**src/rtl/adder_acc.sv**
```systemverilog
// adder_acc: reduces every LEN accepted (W+1)-bit sums into one total,
// presented saturated to OW bits with a saturation flag and a valid/ready
// handshake on both sides.
module adder_acc #(
  parameter int unsigned W   = 16,
  parameter int unsigned LEN = 4,
  parameter int unsigned OW  = 16
) (
  input  logic          I_CLK,
  input  logic          I_RST_N,
  input  logic [W:0]    I_DATA,
  input  logic          I_VLD,
  output logic          O_RDY,
  output logic [OW-1:0] O_SUM,
  output logic          O_SAT,
  output logic          O_VLD,
  input  logic          I_RDY
);

  // Accumulator is wide enough for LEN worst-case samples, so it never wraps.
  localparam int unsigned ACC_W = W + 1 + $clog2(LEN);
  localparam int unsigned CNT_W = (LEN > 1) ? $clog2(LEN) : 1;
  // Comparison width covers both the accumulator and the output range.
  localparam int unsigned CMP_W = (ACC_W > OW) ? ACC_W : OW;

  localparam logic [CNT_W-1:0] LAST_CNT = CNT_W'(LEN - 1);
  localparam logic [CMP_W-1:0] MAX_OUT  = CMP_W'({OW{1'b1}});

  typedef enum logic {
    S_ACC = 1'b0,
    S_OUT = 1'b1
  } state_t;

  state_t             state_q, state_d;
  logic [ACC_W-1:0]   acc_q, acc_d;
  logic [CNT_W-1:0]   cnt_q, cnt_d;
  logic [OW-1:0]      sum_q, sum_d;
  logic               sat_q, sat_d;
  logic               vld_q, vld_d;
  logic               rdy_q, rdy_d;

  logic               accept;
  logic [ACC_W-1:0]   acc_next;
  logic [CMP_W-1:0]   total;
  logic               over;

  // Datapath: running total including the sample offered this cycle.
  always_comb begin
    accept   = (state_q == S_ACC) && I_VLD && rdy_q;
    acc_next = ((cnt_q == '0) ? '0 : acc_q) + ACC_W'(I_DATA);
    total    = CMP_W'(acc_next);
    over     = (total > MAX_OUT);
  end

  // Next-state and registered-output logic.
  always_comb begin
    state_d = state_q;
    acc_d   = acc_q;
    cnt_d   = cnt_q;
    sum_d   = sum_q;
    sat_d   = sat_q;
    vld_d   = vld_q;
    rdy_d   = rdy_q;
    case (state_q)
      S_ACC: begin
        rdy_d = 1'b1;
        if (accept) begin
          acc_d = acc_next;
          if (cnt_q == LAST_CNT) begin
            cnt_d   = '0;
            sum_d   = over ? '1 : OW'(total);
            sat_d   = over;
            vld_d   = 1'b1;
            rdy_d   = 1'b0;
            state_d = S_OUT;
          end else begin
            cnt_d = cnt_q + CNT_W'(1);
          end
        end
      end
      S_OUT: begin
        rdy_d = 1'b0;
        if (vld_q && I_RDY) begin
          vld_d   = 1'b0;
          rdy_d   = 1'b1;
          state_d = S_ACC;
        end
      end
      default: begin
        state_d = S_ACC;
      end
    endcase
  end

  // State and output registers; reset drops any partial or pending result.
  always_ff @(posedge I_CLK) begin
    if (!I_RST_N) begin
      state_q <= S_ACC;
      acc_q   <= '0;
      cnt_q   <= '0;
      sum_q   <= '0;
      sat_q   <= 1'b0;
      vld_q   <= 1'b0;
      rdy_q   <= 1'b0;
    end else begin
      state_q <= state_d;
      acc_q   <= acc_d;
      cnt_q   <= cnt_d;
      sum_q   <= sum_d;
      sat_q   <= sat_d;
      vld_q   <= vld_d;
      rdy_q   <= rdy_d;
    end
  end

  assign O_RDY = rdy_q;
  assign O_SUM = sum_q;
  assign O_SAT = sat_q;
  assign O_VLD = vld_q;

endmodule

```
**config.mk**
```make
export PLATFORM = sky130hd
export DESIGN_NAME = adder_acc
export DESIGN_NICKNAME = d
export VERILOG_FILES = /design/src/rtl/adder_acc.sv
export SDC_FILE = /design/constraint.sdc
export NUM_CORES = 1
export LEC_CHECK = 0
export ABC_AREA = 1
export CAP_MARGIN = 20
export CORE_MARGIN = 1
export CORE_UTILIZATION = 45
export DETAILED_ROUTE_END_ITERATION = 8
export GPL_TIMING_DRIVEN = 0
export PLACE_DENSITY = 0.68
export SYNTH_ARGS = -nofsm -noshare
export SYNTH_HDL_FRONTEND = slang
export SYNTH_SLANG_ARGS = --single-unit
```
**constraint.sdc**
```tcl
create_clock -name I_CLK -period 7.7 [get_ports I_CLK]
set_input_delay 2.31 -clock I_CLK [delete_from_list [all_inputs] [get_ports I_CLK]]
set_output_delay 2.31 -clock I_CLK [all_outputs]
set_load 0.02 [all_outputs]
```
==> results.txt <==
Status = finished clean
FF-to-FF setup slack = 4.62 ns
Initial antenna violation count = 0
Async set-reset flop share out of synthesis = 0
# diodes = 0
Count of unique library cells instantiated by Yosys = 34
Min Tclk post-route = 4.59 ns
Register area share after synthesis = 0.296
Static Leak = 1.62 nW
Most frequent cells in the layout = 93 x nand2_1, 77 x inv_1, 41 x dfxtp_1, 39 x clkdlybuf4s50_1, 37 x a21oi_1
Starting DRT DRC Count = 92
Via count = 2618
PortBufs = 39
First-pass GRT wire length = 11200 um
Main combinational cell family by area after synthesis = simple AND/OR/NAND/NOR gates
Worst r2r src = cnt_q[0]
Mapped Nets = 457
Worst Setup SP = I_DATA[0]
Design Area, Final = 3360 sq um
Register-to-Register Path Depth = 16
DRC viols = 0
# IOs = 40
Final setup viols = 0
Main synth FF type = dfxtp_1
Starting density of the core = 0.468
Fin util = 0.567
Most used cell, CP = nand2_2
Die height = 80.5 um
Post-place instance area = 3250 sq um
Post-synthesis compound-gate area fraction = 0.179
Antenna-violating nets left = 0
Slew Limit Fails = 0
DR vias/cell = 4.88
Crit path buf inv count = 2
Clock-pin slew on the worst setup and hold paths = 0.08 ns
GR Util All Layers = 0.230
Most common cell after layout, fill and taps aside = nand2_1
Layout area overhead = 21.2%
Pwr/cell area = 151 nW/um^2
Detailed Route WL = 6690 um
Actual slew at the worst max-slew pin = 0.645 ns
Number of synthesized flops with an enable pin = 0
Die width = 80.5 um
Critical path's slowest cell = fa_1
Number of H-tree levels = 2
Worst path required time = 7.88 ns
Period utilization = 0.596
Final hold violations = 0
Hold buffers post-CTS = 0
Max frequency = 0.218 GHz
Vias in the first global route = 2403
Row count = 28
Cell Chain, Critical Path = clkdlybuf4s50_1, ha_1, fa_1, nand2_1, nand2_1, nand3_1, nand2_2, nand2_2, nand3_1, nand2_2, nand3_2, nor2_4, buf_8, a21oi_2
Buffer count from post-CTS setup fixing = 0
Final TNS setup = 0 ns
Crit path launch type = input pin
DIE AREA = 6470 sq um
Clk buf depth = 2
CP arrival = 4.77 ns
Max-cap violations = 0
DP Wirelength = 5380 um
RSZ-0062 raised after global routing = no
DR WL/cell = 12.5 um
Max-slew headroom = 0.570
Core area = 5920 sq um
Hold path cells = 2
Mapped Cells = 416
Setup crit end kind = register
Resize count post-CTS = 0
Clock Root Buffer = clkbuf_8
Simple-gate share of the synthesized area = 0.262
Adder-cell share of the synthesized area = 0.0930
Max VDD drop = 127 uV
# clock sinks = 41
Post-layout net count = 503
Synth Area per Inst = 6.66 sq um
CTS tree = built
Largest net degree at the start of global routing = 13
Mux contribution to synthesized area = 0
Hold Startpoint = acc_q[1]
Delay-heaviest family, CP = simple AND/OR/NAND/NOR gates
Final Skew = 0.0100 ns
Synth warn = 0
CP Class = input pin to register
CP Depth = 14
XOR/XNOR share of the synthesized area = 0.0379
Share of layout cells above drive strength 1 = 0.0823
CTS Buf Count = 5
Setup ws final = 3.11 ns
Total global routing overflow = 0
Clock Latency Late Sink = 0.30 ns
CP max stage delay = 0.49 ns
Worst min path class = register to register
CP Max Fanout = 10
Routability cong. = 0.946
Place WS = 2.81 ns
DRT Pass-1 Iters = 4
Seq cells post-synth = 41
Mapped Area = 2770 sq um
## routing by layer
metal	routed length [um]	GRT usage	vias to the layer above
met5	0	0	-
met4	75	0.0607	0
met3	186	0.0364	5
met2	3130	0.391	40
met1	3300	0.299	1176
li1	-	-	1397
## registers in the layout, indices dropped and copies added, names as in the netlist
| signal | cells |
|---|---|
| O_VLD | 1 |
| state_q | 1 |
| cnt_q | 2 |
| O_SUM | 16 |
| O_RDY | 1 |
| acc_q | 19 |
| O_SAT | 1 |
## synthesized netlist by cell type, types with 2 or more instances
master / instances / area, sq um
nand2_1: 93 / 349
inv_1: 77 / 289
dfxtp_1: 41 / 821
a21oi_1: 37 / 185
nor2_1: 34 / 128
o21ai_0: 28 / 140
ha_1: 19 / 238
clkbuf_1: 11 / 41.3
nand3_1: 11 / 55.1
a21oi_2: 9 / 78.8
xor2_1: 7 / 61.3
nand2_2: 6 / 37.5
o211ai_1: 6 / 45.0
xnor2_1: 5 / 43.8
nor2_2: 4 / 25.0
inv_2: 3 / 11.3
nand3_2: 3 / 30.0
nand4_1: 3 / 18.8
and2_1: 2 / 12.5
nand3b_1: 2 / 15.0
nor2_4: 2 / 22.5
## worst register-to-register path, delay by kind of cell (launching register included)
family	cells	cell delay, ns
AO/OA/AOI/OAI	1	0.06
flip-flops	1	0.32
AND/OR/NAND/NOR	9	1.18
buffers and inverters	4	0.86
adder cells (fa/ha/maj)	2	0.52
## path summary, 6_finish.rpt
path,to
setup / recovery,O_SUM[10]
hold / removal,acc_q[1]
setup reg to reg,O_SUM[10]
hold reg to reg,acc_q[1]
## stage by stage
step	total power, mW	hold WS [ns]	cells
6_report	0.506	0.460	537
5_1_grt	0.533	0.487	537
4_1_cts	0.508	0.458	537
3_5_place_dp	0.341	0.446	530
3_3_place_gp	0.340	0.441	530
2_1_floorplan	0.306	0.430	416
## power breakdown
part	switching [mW]	total (mW)	internal, mW
sequential	0.00343	0.225	0.221
clock	0.0750	0.169	0.0943
combinational	0.0697	0.112	0.0422
## cell families (layout without fill, tap and decap cells)
logic type,count (synthesis),count (layout)
DFF,41,41
AOI/OAI and AO/OA,86,86
adders and majority gates,20,20
and+or+nand+nor,164,164
buffers and inverters,93,139
xor gates and xnor gates,12,12
## layout make-up
cell class / count / area [sq um]
inverters: 80 / 300
repair buffers: 39 / 390
fillers: 610 / 2560
multi-input cells: 282 / 1590
well taps: 75 / 93.8
clock inverters: 2 / 35.0
flip-flops and latches: 41 / 821
plain buffers: 13 / 63.8
clock buffers: 5 / 68.8
No activity file was read; power rests on OpenSTA's default activity.
